--- src/rtl/decoder_7_pkg.sv ---
// -----------------------------------------------------------------------------
// decoder_7_pkg
// Shared constants for the microwave timer seven-segment display path.
//   - SEG_0..SEG_9 : active-high patterns, bit order [6]=a .. [0]=g
//   - SEG_DASH     : shown for non-BCD codes 10..15 (segment g only)
//   - SEG_BLANK    : all segments off
//   - SEG_A..SEG_G : bit index of each segment inside a 7-bit pattern
// -----------------------------------------------------------------------------
package decoder_7_pkg;

  localparam int SEG_W = 7;

  localparam int SEG_A = 6;
  localparam int SEG_B = 5;
  localparam int SEG_C = 4;
  localparam int SEG_D = 3;
  localparam int SEG_E = 2;
  localparam int SEG_F = 1;
  localparam int SEG_G = 0;

  localparam logic [SEG_W-1:0] SEG_0     = 7'b1111110;
  localparam logic [SEG_W-1:0] SEG_1     = 7'b0110000;
  localparam logic [SEG_W-1:0] SEG_2     = 7'b1101101;
  localparam logic [SEG_W-1:0] SEG_3     = 7'b1111001;
  localparam logic [SEG_W-1:0] SEG_4     = 7'b0110011;
  localparam logic [SEG_W-1:0] SEG_5     = 7'b1011011;
  localparam logic [SEG_W-1:0] SEG_6     = 7'b1011111;
  localparam logic [SEG_W-1:0] SEG_7     = 7'b1110000;
  localparam logic [SEG_W-1:0] SEG_8     = 7'b1111111;
  localparam logic [SEG_W-1:0] SEG_9     = 7'b1111011;
  localparam logic [SEG_W-1:0] SEG_DASH  = 7'b0000001;
  localparam logic [SEG_W-1:0] SEG_BLANK = 7'b0000000;

endpackage

--- src/rtl/seg7_digit.sv ---
// -----------------------------------------------------------------------------
// seg7_digit
// Purely combinational BCD to seven-segment decoder for one display digit.
// Ports:
//   bcd  : in  4  BCD digit; codes 10..15 are treated as invalid
//   segs : out 7  active-high pattern, [6]=a .. [0]=g; dash for invalid codes
// -----------------------------------------------------------------------------
module seg7_digit
  import decoder_7_pkg::*;
(
  input  logic [3:0]       bcd,
  output logic [SEG_W-1:0] segs
);

  always_comb begin
    segs = SEG_DASH;
    case (bcd)
      4'd0:    segs = SEG_0;
      4'd1:    segs = SEG_1;
      4'd2:    segs = SEG_2;
      4'd3:    segs = SEG_3;
      4'd4:    segs = SEG_4;
      4'd5:    segs = SEG_5;
      4'd6:    segs = SEG_6;
      4'd7:    segs = SEG_7;
      4'd8:    segs = SEG_8;
      4'd9:    segs = SEG_9;
      default: segs = SEG_DASH;
    endcase
  end

endmodule

--- src/rtl/decoder_7_seg.sv ---
// -----------------------------------------------------------------------------
// decoder_7_seg
// Registered M:SS seven-segment decoder for the microwave timer display.
// Three identical digit decoders feed one output register stage (latency 1).
// Ports:
//   clk           : in  1  rising-edge clock
//   reset         : in  1  synchronous active-high; blanks all outputs
//   sec_ones      : in  4  BCD ones-of-seconds
//   sec_tens      : in  4  BCD tens-of-seconds
//   min           : in  4  BCD minutes
//   sec_ones_segs : out 7  pattern for sec_ones ([6]=a .. [0]=g, active-high)
//   sec_tens_segs : out 7  pattern for sec_tens
//   mins_segs     : out 7  pattern for min
// Build option:
//   DECODER_7_LEADING_BLANK_EN - when defined, a zero minutes digit is blanked,
//   and a zero tens digit is blanked while minutes is also zero. The ones digit
//   is never blanked so 0:00 still shows a single "0".
// -----------------------------------------------------------------------------
module decoder_7_seg
  import decoder_7_pkg::*;
(
  input  logic             clk,
  input  logic             reset,
  input  logic [3:0]       sec_ones,
  input  logic [3:0]       sec_tens,
  input  logic [3:0]       min,
  output logic [SEG_W-1:0] sec_ones_segs,
  output logic [SEG_W-1:0] sec_tens_segs,
  output logic [SEG_W-1:0] mins_segs
);

  logic [SEG_W-1:0] ones_dec;
  logic [SEG_W-1:0] tens_dec;
  logic [SEG_W-1:0] mins_dec;
  logic [SEG_W-1:0] tens_shown;
  logic [SEG_W-1:0] mins_shown;

  logic [SEG_W-1:0] ones_segs_p0;
  logic [SEG_W-1:0] tens_segs_p0;
  logic [SEG_W-1:0] mins_segs_p0;

  seg7_digit u_ones (.bcd(sec_ones), .segs(ones_dec));
  seg7_digit u_tens (.bcd(sec_tens), .segs(tens_dec));
  seg7_digit u_mins (.bcd(min),      .segs(mins_dec));

`ifdef DECODER_7_LEADING_BLANK_EN
  // Only an exact zero is blanked, so invalid codes still show the dash.
  logic min_zero;
  logic tens_zero;

  always_comb begin
    min_zero   = (min == 4'd0);
    tens_zero  = (sec_tens == 4'd0);
    mins_shown = min_zero ? SEG_BLANK : mins_dec;
    tens_shown = (min_zero && tens_zero) ? SEG_BLANK : tens_dec;
  end
`else
  always_comb begin
    mins_shown = mins_dec;
    tens_shown = tens_dec;
  end
`endif

  // Stage p0: output register; reset forces a blank display.
  always_ff @(posedge clk) begin
    if (reset) begin
      ones_segs_p0 <= SEG_BLANK;
      tens_segs_p0 <= SEG_BLANK;
      mins_segs_p0 <= SEG_BLANK;
    end else begin
      ones_segs_p0 <= ones_dec;
      tens_segs_p0 <= tens_shown;
      mins_segs_p0 <= mins_shown;
    end
  end

  assign sec_ones_segs = ones_segs_p0;
  assign sec_tens_segs = tens_segs_p0;
  assign mins_segs     = mins_segs_p0;

endmodule

--- config.mk ---
export PLATFORM = sky130hd
export DESIGN_NAME = decoder_7_seg
export DESIGN_NICKNAME = d
export VERILOG_FILES = /design/src/rtl/decoder_7_pkg.sv /design/src/rtl/seg7_digit.sv /design/src/rtl/decoder_7_seg.sv
export SDC_FILE = /design/constraint.sdc
export NUM_CORES = 1
export LEC_CHECK = 0
export ABC_AREA = 1
export BUFFER_PORTS_ARGS = -buffer_cell sky130_fd_sc_hd__buf_2
export CORE_MARGIN = 5
export CORE_UTILIZATION = 44
export CTS_CLUSTER_DIAMETER = 100
export DETAILED_ROUTE_END_ITERATION = 12
export PLACE_DENSITY = 0.74
export SLEW_MARGIN = 40
export SYNTH_ARGS = -nofsm -noshare
export SYNTH_HDL_FRONTEND = slang
export SYNTH_SLANG_ARGS = --single-unit
--- constraint.sdc ---
create_clock -name clk -period 0.8 [get_ports clk]
set_input_delay 0.08 -clock clk [delete_from_list [all_inputs] [get_ports clk]]
set_output_delay 0.08 -clock clk [all_outputs]
set_load 0.03 [all_outputs]
# --- After elaboration in Yosys (flattened, before gate mapping) ---
# Memory sizes are Yosys's and may differ from the RTL's. A register that Yosys moved wholly into a read port is not among the register bits.
# Index checks and enable logic that the tools add are counted.
totals:
  memories: 3
  register_bits: 0
  inputBits: 14
  output_inout_bits: 21
  mem_bits_ro: 336
memory_table:
  columns: ["name", "depth", "width", "read_ports", "rd_clocked_by_memory_dff", "wr", "line_no", "rtl"]
  rows:
  - ["(no name shown)", 16, 7, 1, 1, 0, "seg7_digit.sv:17", "case (bcd)"]
  - ["(no name shown)", 16, 7, 1, 1, 0, "seg7_digit.sv:17", null]
  - ["(no name shown)", 16, 7, 1, 1, 0, "seg7_digit.sv:17", null]

# --- Depth between registers and ports, before layout ---
depth:
  word_depth: 0
  mapped_depth: 7
  ltp_nobuf: 7

# --- By module ---
# Synthesis repeated with hierarchy kept, for this count alone.
unflattened:
  cells_unflattened: 173
  area_unflattened_um2: 1178.6
by_module_without_submodules:
  columns: ["mod", "instances", "area_each_um2", "cells_each"]
  rows:
  - ["decoder_7_seg", 1, 600.6, 65]
  - ["seg7_digit", 3, 192.7, 36]

# --- Worst setup path after synthesis ---
# OpenSTA, ideal clock, no wires.
synth_timing:
  path_kind: "input to register"
  startpoint: "input sec_tens[0]"
  endpoint: "register tens_segs_p0[3] (netlist: sec_tens_segs[3])"
  slack_ps: 26
  t_arrival_ps: 657
  cell_stages: 6
  path_buffers: 0
  setup_time_ps: 117
  path_cell_list: "inv_1 ha_1 nand2_1 nand2_1 nor2_1 nor2_1"
synth_rtl:
  columns: ["item", "line_no", "rtl"]
  rows:
  - ["start: declaration", "decoder_7_seg.sv:25", "input logic [3:0] sec_tens,"]
  - ["end: declaration", "decoder_7_seg.sv:39", "logic [SEG_W-1:0] tens_segs_p0;"]

# --- Final worst setup path ---
layout_timing:
  startpoint: "register ones_segs_p0[5] (netlist: sec_ones_segs[5])"
  endpoint: "output sec_ones_segs[5]"
layout_rtl:
  columns: ["item", "line_no", "rtl"]
  rows:
  - ["start: declaration", "decoder_7_seg.sv:38", "logic [SEG_W-1:0] ones_segs_p0;"]
  - ["end: declaration", "decoder_7_seg.sv:27", "output logic [SEG_W-1:0] sec_ones_segs,"]
# No word-level cell between the ends.

==> impl_metrics.py <==
metrics = {
    "status": {
        "status": "finished, violations left",
        "violations": "setup timing",
    },
    "cells_and_area": {
        "multiInputGateArea_sq_um": 536,
        "fillerInstances": 200,
        "syn_to_final_growth_pct": 45.2,
        "layout-drive-gt1-share_pct": 39.5,
        "layout_common_cells": "nand2_1, inv_1, dfxtp_2, buf_6, ha_1",
        "layout_commonest_cell": "nand2_1",
        "regArea_sq_um": 447,
        "antenna_cells": 0,
        "nNetsFinal": 218,
    },
    "worst_setup_path": {
        "critPathTopFamily": "flip-flops",
        "path_cells": "buf_6",
        "critical_path_depth": 1,
        "worstPathRequired_ns": 0.72,
        "worst_setup_path_end_kind": "output port",
        "worst-setup-path-type": "register to output port",
        "crit_slowest_cell": "dfxtp_2",
        "cp.arrival_ns": 0.78,
        "cp-endpoint": "sec_ones_segs[5]",
        "max_stage_delay_ns": 0.35,
        "critPathMaxFanout": 1,
        "startpoint": "sec_ones_segs[5]",
        "cp_num_buf_inv": 1,
        "start_kind": "register",
    },
    "floorplan": {
        "row_count": 17,
        "start_util_pct": 46.6,
        "die_w_um": 58.9,
        "die_area_sq_mm": 0.00347,
        "die_h_um": 58.9,
        "core_sq_mm": 0.00225,
        "io_pins": 35,
    },
    "yosys": {
        "synth_seq_cells": 21,
        "synthesis.nets": 168,
        "syn_area_sq_mm": 0.00105,
        "synth-xor-area-share_pct": 0,
        "synth_compound_area_share_pct": 9.76,
        "synth.area.mux_share_pct": 0,
        "synth_top_family_by_area": "adder cells",
        "yosysWarnings": 0,
        "yosysSeqAreaShare_pct": 40.0,
        "synth_fa_ha_area_share_pct": 21.4,
        "synthDistinctLibCells": 12,
        "synthSimpleGateAreaFrac_pct": 19.8,
        "syn_area_per_cell_sq_um": 7.73,
        "syn_inst": 136,
    },
    "clock_tree": {
        "cts_made_buffers": 3,
        "clk_pin_slew_ns": 0.12,
        "tritoncts": "yes",
        "clock-sinks": 21,
        "cts_setup_buffers": 0,
        "cts_hold_buf": 0,
        "cts_root_buffer": "clkbuf_4",
        "cts_buffer_depth": 2,
        "cts_max_level": 1,
    },
    "timing": {
        "finalCritPeriodShare_pct": 108,
        "fin_hold_ws_ns": 0.0529,
        "setup_ws_ns": -0.0610,
        "relSlewSlack_pct": 82.1,
        "fin_crit_ns": 0.861,
        "rsz0062_at_grt": "true",
        "timing.fmax_mhz": 1160,
        "finalSetupTns_ns": -1.03,
        "worstMarginPinSlew_ns": 0.266,
        "finalHoldViolCount": 0,
        "slew_violations": 0,
        "setup_viol": 21,
    },
    "power": {
        "power_leakage_nw": 0.844,
        "ir_worst_vdd_mv": 1.07,
        "switching_share_pct": 31.2,
        "clkPwrFrac_pct": 22.3,
        "cellInternalPower_mw": 1.59,
        "power_density_mw_per_mm2": 1510,
        "power.share.sequential_pct": 50.4,
        "power_frac_comb_pct": 27.4,
        "p_sw_uw": 719,
    },
    "placement": {
        "dp_hpwl_mm": 1.82,
        "io_buffers": 34,
        "place.gp.congestion": 0.865,
    },
    "hold_path": {
        "worstHoldPathType": "input pin to register",
        "worstHoldStart": "sec_tens[2]",
        "hold_depth": 2,
    },
    "drt": {
        "drt_pass1_iterations": 4,
        "drt_wl_total_mm": 2.26,
        "drt_iter0_markers": 13,
        "vias_per_cell": 4.51,
        "drcViolationCount": 0,
        "vias": 960,
        "antenna_left": 0,
        "wire_per_inst_um": 10.6,
    },
    "global_route": {
        "grt_pass1_vias": 903,
        "grt_max_degree": 14,
        "grt_remaining_overflow": 0,
        "grt_pass1_wl_mm": 3.55,
        "grt_use_total_pct": 13.7,
        "antenna_found_initial": 0,
    },
    "run": {
        "maxCapViolations": 0,
    },
}
## what timing repair did
| item | in CTS | in global routing |
|---|---|---|
| gates resized for setup | 63 | 0 |
| cloned | 0 | 0 |
| endpoints found under the setup margin | 21 | 21 |
## sequential cells by signal, indices dropped and copies added (netlist names)
register	cells
mins_segs	7
sec_ones_segs	7
sec_tens_segs	7
## layout make-up
class | count | area share, %
clock buffer | 3 | 1.48
clock inverter | 1 | 0.328
inverter | 24 | 5.90
multi-input combinational | 90 | 35.1
sequential | 21 | 29.3
tap | 28 | 2.30
timing repair buffer | 46 | 25.7
## stage by stage
step	area, sq um	cells	util, %	worst slack (ns)	total power [mW]
after floorplan	1050	136	-	0.0261	1.49
after global placement	1340	209	59.5	-0.104	1.69
after detailed placement	1340	209	59.5	-0.202	1.71
after CTS	1530	213	67.7	-0.0673	2.31
after global routing	1530	213	67.7	-0.0998	2.43
final	1530	213	67.7	-0.0610	2.31
## Yosys cell counts
cell type | number | share of area [%]
nand2_1 | 42 | 15
ha_1 | 18 | 21
buf_2 | 1 | 0.48
nand3_1 | 2 | 0.95
o21ai_1 | 2 | 0.95
dfxtp_1 | 21 | 40
nor3_2 | 1 | 0.95
inv_1 | 23 | 8.2
o211ai_1 | 3 | 2.1
a21oi_1 | 14 | 6.7
nor2_1 | 8 | 2.9
inv_2 | 1 | 0.36
## cell families after synthesis
kind of cell,count (synthesis)
AND/OR/NAND/NOR,53
buffers and inverters,25
flip-flops,21
AO/OA/AOI/OAI,19
adder cells (fa/ha/maj),18
## how the worst min path moves through the flow
stage	to	slack, ns
detailed placement	sec_tens_segs[5]	0.38
CTS	sec_tens_segs[5]	0.05
finish	sec_tens_segs[5]	0.05
global route	sec_tens_segs[5]	0.05
global placement	sec_tens_segs[5]	0.37
floorplan	mins_segs[3]	0.15
## layer usage
| metal | up-vias | GRT usage, % | part of all wire (%) |
|---|---|---|---|
| met2 | 29 | 25.7 | 52 |
| met3 | 4 | 3.51 | 6.6 |
| li1 | 512 | - | - |
| met1 | 415 | 12.7 | 39 |
| met5 | - | 0 | 0 |
| met4 | 0 | 9.06 | 2.2 |
## power groups by stage
| stage | logic (mW) | registers (mW) | clock network [mW] |
|---|---|---|---|
| after floorplan | 0.192 | 1.30 | 0 |
| after CTS | 0.635 | 1.16 | 0.514 |
| after global placement | 0.533 | 1.15 | 0 |
| after detailed placement | 0.551 | 1.15 | 0 |
| after global routing | 0.688 | 1.17 | 0.573 |
| final | 0.631 | 1.16 | 0.514 |
No activity file was read; power rests on OpenSTA's default activity.
